==> config.mk <==
export PLATFORM = sky130hd
export DESIGN_NAME = prot_latch_ctrl_flat
export DESIGN_NICKNAME = d
export VERILOG_FILES = /design/src/rtl/prot_latch_ctrl_if.sv /design/src/rtl/prot_latch_ctrl.sv /design/src/flat_wrapper.sv
export SDC_FILE = /design/constraint.sdc
export NUM_CORES = 1
export LEC_CHECK = 0
export ABC_AREA = 1
export BUFFER_PORTS_ARGS = -buffer_cell sky130_fd_sc_hd__buf_2
export CAP_MARGIN = 20
export CORE_UTILIZATION = 59
export CTS_BUF_LIST = sky130_fd_sc_hd__clkbuf_16
export DETAILED_ROUTE_END_ITERATION = 10
export MAX_ROUTING_LAYER = met4
export PLACE_DENSITY = 0.92
export SETUP_SLACK_MARGIN = 0.2
export SYNTH_ARGS = -nofsm -noshare
export SYNTH_HDL_FRONTEND = slang
export SYNTH_SLANG_ARGS = --single-unit
==> constraint.sdc <==
create_clock -name CLK_50M -period 3.9 [get_ports CLK_50M]
set_clock_uncertainty 0.15 [all_clocks]
set_input_delay 0.195 -clock CLK_50M [delete_from_list [all_inputs] [get_ports CLK_50M]]
set_output_delay 0.195 -clock CLK_50M [all_outputs]
set_load 0.01 [all_outputs]
==> src/rtl/prot_latch_ctrl_if.sv <==
// Protection latch interface: DSP-side commands and fault inputs toward the
// latch controller, gated drive and status flags back out.
interface prot_latch_ctrl_if;
    // Debounced fault inputs, active-low (0 = fault)
    logic       IP_Ocp_F;
    logic       InvOcp1_F;
    logic       InvOcp2_F;
    logic       BusOvp_F;
    logic       OP_Ovp1_F;
    logic       OP_Ovp2_F;
    // DSP commands
    logic [7:0] PWM_In;
    logic       Fault_Clr;
    // Controller outputs
    logic [7:0] PWM_Out;
    logic       Fault_N;
    logic       Ready;
    logic [5:0] Fault_Code;
    logic [2:0] First_Fault;

    // Stimulus side: drives faults and DSP commands, observes the controller
    modport master (
        output IP_Ocp_F, InvOcp1_F, InvOcp2_F, BusOvp_F, OP_Ovp1_F, OP_Ovp2_F,
        output PWM_In, Fault_Clr,
        input  PWM_Out, Fault_N, Ready, Fault_Code, First_Fault
    );

    // Controller side
    modport slave (
        input  IP_Ocp_F, InvOcp1_F, InvOcp2_F, BusOvp_F, OP_Ovp1_F, OP_Ovp2_F,
        input  PWM_In, Fault_Clr,
        output PWM_Out, Fault_N, Ready, Fault_Code, First_Fault
    );
endinterface

==> src/rtl/prot_latch_ctrl.sv <==
// Protection latch controller: blanks gate drive on any fault, latches which
// faults occurred (and which came first), and enforces a fixed lockout
// period after reset and after every DSP-initiated fault clear.
module prot_latch_ctrl #(
    parameter int LOCK_CYC = 50000
) (
    input  logic              CLK_50M,
    input  logic              Rst_n,
    prot_latch_ctrl_if.slave  bus
);

    typedef enum logic [1:0] {
        LOCKOUT = 2'd0,
        RUN     = 2'd1,
        FAULT   = 2'd2
    } state_t;

    localparam logic [15:0] LOCK_LAST = 16'(LOCK_CYC - 1);

    state_t      state_reg, state_next;
    logic [15:0] cnt_reg, cnt_next;
    logic [7:0]  pwm_reg, pwm_next;
    logic        fault_n_reg, fault_n_next;
    logic [5:0]  code_reg, code_next;
    logic [2:0]  first_reg, first_next;

    logic [5:0]  flt_vec;
    logic        any_flt;
    logic [2:0]  first_idx;

    // Fault vector in Fault_Code bit order, active-high
    assign flt_vec = ~{bus.OP_Ovp2_F, bus.OP_Ovp1_F, bus.BusOvp_F,
                       bus.InvOcp2_F, bus.InvOcp1_F, bus.IP_Ocp_F};
    assign any_flt = |flt_vec;

    // Priority encode: lowest set bit wins, reported 1-based (0 = none)
    always_comb begin
        first_idx = 3'd0;
        for (int i = 5; i >= 0; i--) begin
            if (flt_vec[i]) first_idx = 3'(i + 1);
        end
    end

    // Register all state and outputs; reset overrides everything else
    always_ff @(posedge CLK_50M) begin
        if (!Rst_n) begin
            state_reg   <= LOCKOUT;
            cnt_reg     <= 16'd0;
            pwm_reg     <= 8'h00;
            fault_n_reg <= 1'b1;
            code_reg    <= 6'b0;
            first_reg   <= 3'd0;
        end else begin
            state_reg   <= state_next;
            cnt_reg     <= cnt_next;
            pwm_reg     <= pwm_next;
            fault_n_reg <= fault_n_next;
            code_reg    <= code_next;
            first_reg   <= first_next;
        end
    end

    // Next-state and output decision; drive is blank unless running fault-free
    always_comb begin
        state_next   = state_reg;
        cnt_next     = cnt_reg;
        pwm_next     = 8'h00;
        fault_n_next = fault_n_reg;
        code_next    = code_reg;
        first_next   = first_reg;

        unique case (state_reg)
            LOCKOUT: begin
                if (any_flt) begin
                    // Code and first-fault are clear in lockout, so load directly
                    state_next   = FAULT;
                    cnt_next     = 16'd0;
                    fault_n_next = 1'b0;
                    code_next    = flt_vec;
                    first_next   = first_idx;
                end else if (cnt_reg == LOCK_LAST) begin
                    state_next = RUN;
                end else begin
                    cnt_next = cnt_reg + 16'd1;
                end
            end
            RUN: begin
                if (any_flt) begin
                    state_next   = FAULT;
                    fault_n_next = 1'b0;
                    code_next    = code_reg | flt_vec;
                    first_next   = first_idx;
                end else begin
                    pwm_next = bus.PWM_In;
                end
            end
            FAULT: begin
                // Later faults accumulate; the first-fault index stays put
                code_next = code_reg | flt_vec;
                // A clear is honoured only once every fault input is healthy
                if (bus.Fault_Clr && !any_flt) begin
                    state_next   = LOCKOUT;
                    cnt_next     = 16'd0;
                    fault_n_next = 1'b1;
                    code_next    = 6'b0;
                    first_next   = 3'd0;
                end
            end
            default: begin
                state_next = LOCKOUT;
                cnt_next   = 16'd0;
            end
        endcase
    end

    assign bus.PWM_Out     = pwm_reg;
    assign bus.Fault_N     = fault_n_reg;
    assign bus.Ready       = (state_reg == RUN);
    assign bus.Fault_Code  = code_reg;
    assign bus.First_Fault = first_reg;

endmodule

==> src/flat_wrapper.sv <==
// flat-port wrapper written by rule: the top's interface ports become plain ports
module prot_latch_ctrl_flat 
#(
    parameter int LOCK_CYC = 50000
)
  (CLK_50M, Rst_n, bus_IP_Ocp_F, bus_InvOcp1_F, bus_InvOcp2_F, bus_BusOvp_F, bus_OP_Ovp1_F, bus_OP_Ovp2_F, bus_PWM_In, bus_Fault_Clr, bus_PWM_Out, bus_Fault_N, bus_Ready, bus_Fault_Code, bus_First_Fault);
  prot_latch_ctrl_if bus_i ();
  input  logic CLK_50M;
  input  logic Rst_n;
  input wire logic [$bits(bus_i.IP_Ocp_F)-1:0] bus_IP_Ocp_F;
  input wire logic [$bits(bus_i.InvOcp1_F)-1:0] bus_InvOcp1_F;
  input wire logic [$bits(bus_i.InvOcp2_F)-1:0] bus_InvOcp2_F;
  input wire logic [$bits(bus_i.BusOvp_F)-1:0] bus_BusOvp_F;
  input wire logic [$bits(bus_i.OP_Ovp1_F)-1:0] bus_OP_Ovp1_F;
  input wire logic [$bits(bus_i.OP_Ovp2_F)-1:0] bus_OP_Ovp2_F;
  input wire logic [$bits(bus_i.PWM_In)-1:0] bus_PWM_In;
  input wire logic [$bits(bus_i.Fault_Clr)-1:0] bus_Fault_Clr;
  output wire logic [$bits(bus_i.PWM_Out)-1:0] bus_PWM_Out;
  output wire logic [$bits(bus_i.Fault_N)-1:0] bus_Fault_N;
  output wire logic [$bits(bus_i.Ready)-1:0] bus_Ready;
  output wire logic [$bits(bus_i.Fault_Code)-1:0] bus_Fault_Code;
  output wire logic [$bits(bus_i.First_Fault)-1:0] bus_First_Fault;
  assign bus_i.IP_Ocp_F = bus_IP_Ocp_F;
  assign bus_i.InvOcp1_F = bus_InvOcp1_F;
  assign bus_i.InvOcp2_F = bus_InvOcp2_F;
  assign bus_i.BusOvp_F = bus_BusOvp_F;
  assign bus_i.OP_Ovp1_F = bus_OP_Ovp1_F;
  assign bus_i.OP_Ovp2_F = bus_OP_Ovp2_F;
  assign bus_i.PWM_In = bus_PWM_In;
  assign bus_i.Fault_Clr = bus_Fault_Clr;
  assign bus_PWM_Out = bus_i.PWM_Out;
  assign bus_Fault_N = bus_i.Fault_N;
  assign bus_Ready = bus_i.Ready;
  assign bus_Fault_Code = bus_i.Fault_Code;
  assign bus_First_Fault = bus_i.First_Fault;
  prot_latch_ctrl #(.LOCK_CYC(LOCK_CYC)) u_core (.CLK_50M(CLK_50M), .Rst_n(Rst_n), .bus(bus_i));
endmodule
==> flow_summary.yaml, run 1 <==
run_status:
  status: "finished clean"
finish:
  final_nets: 362
  final_common_cell: "nand2_1"
  drive_gt1_share_pct: 19.9
  final-seq-area_um2: 721
  stdcell_area_mm2: 0.00245
  multi_input_area_mm2: 0.00111
  final_cell_mix: "nand2_1, nor2_1, dfxtp_1"
  syn_to_final_growth_pct: 21.6
  fillerInstances: 240
  antenna_cells: 0
  largest_reg_flops: 16
global_routing:
  grt_pass1_wl_um: 8220
  grt_start_max_net_pins: 19
  grt.overflow.total: 0
  grt_pass1_vias: 1913
  antenna_found_initial: 0
  grtUsageTotal_pct: 31.1
floorplanning:
  std_cell_rows: 20
  coreArea_mm2: 0.00315
  dieArea_mm2: 0.00366
  num_io_pins: 36
  die_w_um: 60.5
  die_y_um: 60.5
  initial_utilization_pct: 64.0
synth:
  yosys_warnings: 0
  synthDistinctLibCells: 31
  synth.yosys.seq_area_share_pct: 35.7
  netlist_instances: 297
  synthArstFlopShare_pct: 0
  syn_avg_cell_area_um2: 6.79
  synth_seq_cells: 36
  synth_nets: 318
  syn_area_mm2: 0.00202
  synth-main-ff-cell: "dfxtp_1"
  synth-edff-count: 0
cts:
  htree_levels: 2
  path_clk_slew_ns: 0.06
  cts_buffers: 5
  cts.sinks: 36
  clk_path_buf_depth: 2
  cts_tree: "built"
  post_cts_resized: 0
  clock-root-buffer: "clkbuf_16"
  clk-insertion-delay-late_ns: 0.28
timing:
  fin_tns_setup_ns: 0
  finalCritPeriodShare_pct: 54.4
  finalHoldViolations: 0
  slew_headroom_pct: 62.3
  whs_ns: 0.0541
  layout_min_cycle_time_ns: 2.12
  slew_viol_final: 0
  timing.fmax_mhz: 472
  setup_viol: 0
  worst_pin_slew_ns: 0.562
  rsz0062_at_grt: "false"
place:
  hpwl_um: 3280
  dpl_cell_area_mm2: 0.00221
  portBuffers: 35
  gp_routability_congestion: 0.969
flow_run:
  drv_cap: 0
worst_setup_path:
  end_kind: "flop"
  r2r_cells: 8
  crit_chain: "inv_1, ha_1, clkinv_1, nor2_8, nand3_4, nand2_2, nand2_1, a21oi_1"
  cp-start-kind: "flop"
  cpMaxStageDelayCell: "dfxtp_1"
  critPathRequiredTime_ns: 3.94
  critPathKind: "flop to flop"
  r2r_setup_slack_ns: 1.78
  arrival_ns: 2.17
  max_stage_delay_ns: 0.35
  cp_max_fo: 13
drt:
  drt_iter0_drc: 159
  vias: 2078
  wl_per_cell_um: 13.2
  vias_per_cell: 5.38
  totalWireLength_um: 5080
  drt_pass1_iterations: 4
  route.detailed.drc: 0
  postRouteAntennaNets: 0
worst_hold_path:
  min_path_type: "input pin to flop"
  min_path_cells: 3
pwr:
  p_per_area_mw_per_mm2: 410
  p_leak_nw: 1.09
  ir_worst_vdd_v: 0.000319
[metal layers]
metal	part of all wire, %	vias to the layer above	track usage (%)
met5	0	-	-
met4	2.2	0	12.0
met3	5.9	14	6.18
met2	51	87	53.1
met1	41	937	35.7
li1	-	1040	-
[where the power goes]
part           total (W)  leakage (nW)  switching, W  internal (W)
sequential      0.000393         0.292     0.0000105      0.000383
clock           0.000466        0.0804      0.000162      0.000304
combinational   0.000147         0.716     0.0000963     0.0000509
total            0.00101          1.09      0.000269      0.000737
[worst paths after layout]
check                             from                   endpoint
min                      bus_PWM_In[5]      u_core.bus.PWM_Out[5]
max                u_core.state_reg[1]          u_core.cnt_reg[7]
min reg2reg  u_core.bus.First_Fault[2]  u_core.bus.First_Fault[2]
max reg2reg        u_core.state_reg[1]          u_core.cnt_reg[7]
[cells in the mapped netlist (all sizes together) (2+ instances only)]
master	count	area, um^2
nand2	84	348
nor2	43	213
inv	39	146
dfxtp	36	721
nand3	30	178
a21oi	27	146
o21ai	8	43.8
nand4	6	37.5
ha	4	50.1
buf	3	27.5
o21bai	3	22.5
clkbuf	2	7.51
clkinv	2	7.51
nor3	2	10.0
nor4	2	12.5
o211ai	2	15.0
[area by class of cell]
cell class	instances	share of cell area (%)
sequential	36	29.4
multi-input combinational	215	45.1
tap	44	2.24
clock buffer	5	5.10
clock inverter	3	1.89
inverter	41	6.27
timing repair buffer	42	9.99
[critical path: cells and delay by family (launching register included)]
kind                       cells  cell delay [ns]
adders and majority gates      1             0.19
buffers and inverters          2             0.45
and+or+nand+nor                4             0.73
DFF                            1             0.35
AOI/OAI and AO/OA              1             0.16
[cells by family (layout without fill, tap and decap cells)]
kind of cell             Yosys count  after routing  synth area share (%)
XOR/XNOR                           1              1                 0.434
AND/OR/NAND/NOR                  168            168                  39.9
adder cells (fa/ha/maj)            4              4                  2.48
AO/OA/AOI/OAI                     42             42                  12.1
flip-flops                        36             36                  35.7
buffers and inverters             46             91                  9.37
[stage by stage]
stage	cells	util [%]	total power, W	worst slack [ns]
final	386	77.8	0.00101	1.78
after global routing	386	77.8	0.00104	1.59
after CTS	386	77.8	0.00100	1.79
after detailed placement	371	70.2	0.000538	1.84
after global placement	371	70.2	0.000535	1.90
after floorplan	297	-	0.000501	2.09
[timing repair]
action | CTS | global route
setup buffers | 0 | 0
hold buffers | 7 | 0
hold endpoints to repair | 7 | 0
Note: power is estimated with default switching activity, not from simulation.
==> run 2, diff against run 1 <==
- CORE_UTILIZATION: 59 -> 50
- PLACE_DENSITY: 0.92 -> 0.83
- clock period: 3.9 -> 1.95 ns (I/O delays scaled with it)
==> flow_summary.yaml, run 2 (synthesis results as in run 1) <==
floorplanning:
  num_io_pins: 36
  std_cell_rows: 22
  coreArea_mm2: 0.00377
  die_w_um: 65.5
  dieArea_mm2: 0.00429
  initial_utilization_pct: 53.5
  die_y_um: 65.5
finish:
  final_nets: 376
  largest_reg_flops: 16
  stdcell_area_mm2: 0.00263
  fillerInstances: 283
  drive_gt1_share_pct: 25.3
  final-seq-area_um2: 727
  final_common_cell: "nand2_1"
  multi_input_area_mm2: 0.00115
  antenna_cells: 0
  syn_to_final_growth_pct: 30.2
  final_cell_mix: "nand2_1, buf_2, nor2_1"
cts:
  path_clk_slew_ns: 0.05
  htree_levels: 2
  cts_tree: "built"
  clock-root-buffer: "clkbuf_16"
  clk_path_buf_depth: 2
  cts_buffers: 5
  clk-insertion-delay-late_ns: 0.29
  cts.sinks: 36
worst_setup_path:
  arrival_ns: 1.68
  end_kind: "flop"
  cp_max_fo: 13
  cp-start-kind: "flop"
  critPathRequiredTime_ns: 1.97
  critPathKind: "flop to flop"
drt:
  vias: 2119
  postRouteAntennaNets: 0
  drt_pass1_iterations: 4
  vias_per_cell: 5.25
  route.detailed.drc: 0
  drt_iter0_drc: 145
  totalWireLength_um: 5320
  wl_per_cell_um: 13.2
timing:
  fin_tns_setup_ns: 0
  finalHoldViolations: 0
  rsz0062_at_grt: "false"
  finalCritPeriodShare_pct: 85.3
  slew_headroom_pct: 62.7
  worst_pin_slew_ns: 0.556
  timing.fmax_mhz: 601
  layout_min_cycle_time_ns: 1.66
  slew_viol_final: 0
  setup_viol: 0
global_routing:
  grt.overflow.total: 0
  grt_start_max_net_pins: 19
  grt_pass1_wl_um: 8750
  grt_pass1_vias: 1992
  antenna_found_initial: 0
  grtUsageTotal_pct: 27.6
place:
  portBuffers: 35
  dpl_cell_area_mm2: 0.00229
  hpwl_um: 3280
  gp_routability_congestion: 0.887
run_status:
  status: "finished clean"
worst_hold_path:
  min_path_type: "input pin to flop"
flow_run:
  drv_cap: 0
pwr:
  p_per_area_mw_per_mm2: 784
  ir_worst_vdd_v: 0.000783
  p_leak_nw: 1.18
run 2: cell count changes in the layout (fill, tap and decap cells not counted), sizes merged:
cell,before,now
clkinv,2,3
buf,35,45
inv,40,39
dlygate4sd3,7,11
run 2: area by class of cell:
class                   count  share of cell area, %
inverters                  41                   5.91
clock inverters             3                   1.62
multi-input cells         215                   43.9
repair buffers             56                   13.9
clock buffers               5                   4.76
well taps                  48                   2.29
flip-flops and latches     36                   27.7
run 2: through the flow:
stage	utilization [%]	hold slack, ns	power [W]	setup WS (ns)	instances
6_report	69.6	0.00756	0.00206	0.287	404
5_1_grt	69.6	0.0346	0.00214	0.201	404
4_1_cts	68.5	0.00850	0.00205	0.214	404
3_5_place_dp	60.6	0.169	0.00111	0.119	384
3_3_place_gp	60.6	0.159	0.00110	0.166	384
2_1_floorplan	-	0.0597	0.00100	0.267	297
run 2: report_power, final:
group | internal (W) | switching [W]
Sequential | 0.000764 | 0.0000178
Clock | 0.000600 | 0.000320
Combinational | 0.000141 | 0.000215
run 2: worst max-delay path, cell delays in order (launching register included):
cell     delay, ns
dfxtp_1       0.32
buf_4         0.14
ha_1          0.26
a21oi_4       0.23
nand2_4       0.14
o21ai_0       0.24
nor2_1        0.06
run 2: repair_timing:
action	in CTS	in global routing
hold endpoints to repair	14	0
buffers inserted	1	0
setup endpoints to repair	15	16
hold buffers	11	0
resized for setup	5	12
pin swaps	1	3
run 2: metal layers:
layer  GRT usage (%)  part of all wire (%)  vias up
met1            29.7                    41      998
li1                -                     -     1065
met2            48.6                    52       41
met5               -                     0        -
met3            6.42                   3.9       15
met4            11.1                   2.5        0
run 2: worst paths after layout:
kind,start,endpoint,slack (ns),cells after the start
max reg2reg,u_core.state_reg[1],u_core.cnt_reg[0],0.29,6
min reg2reg,u_core.bus.First_Fault[1],u_core.bus.First_Fault[1],0.31,2
min,bus_IP_Ocp_F,u_core.bus.First_Fault[0],0.008,4
max,u_core.state_reg[1],u_core.cnt_reg[0],0.29,6
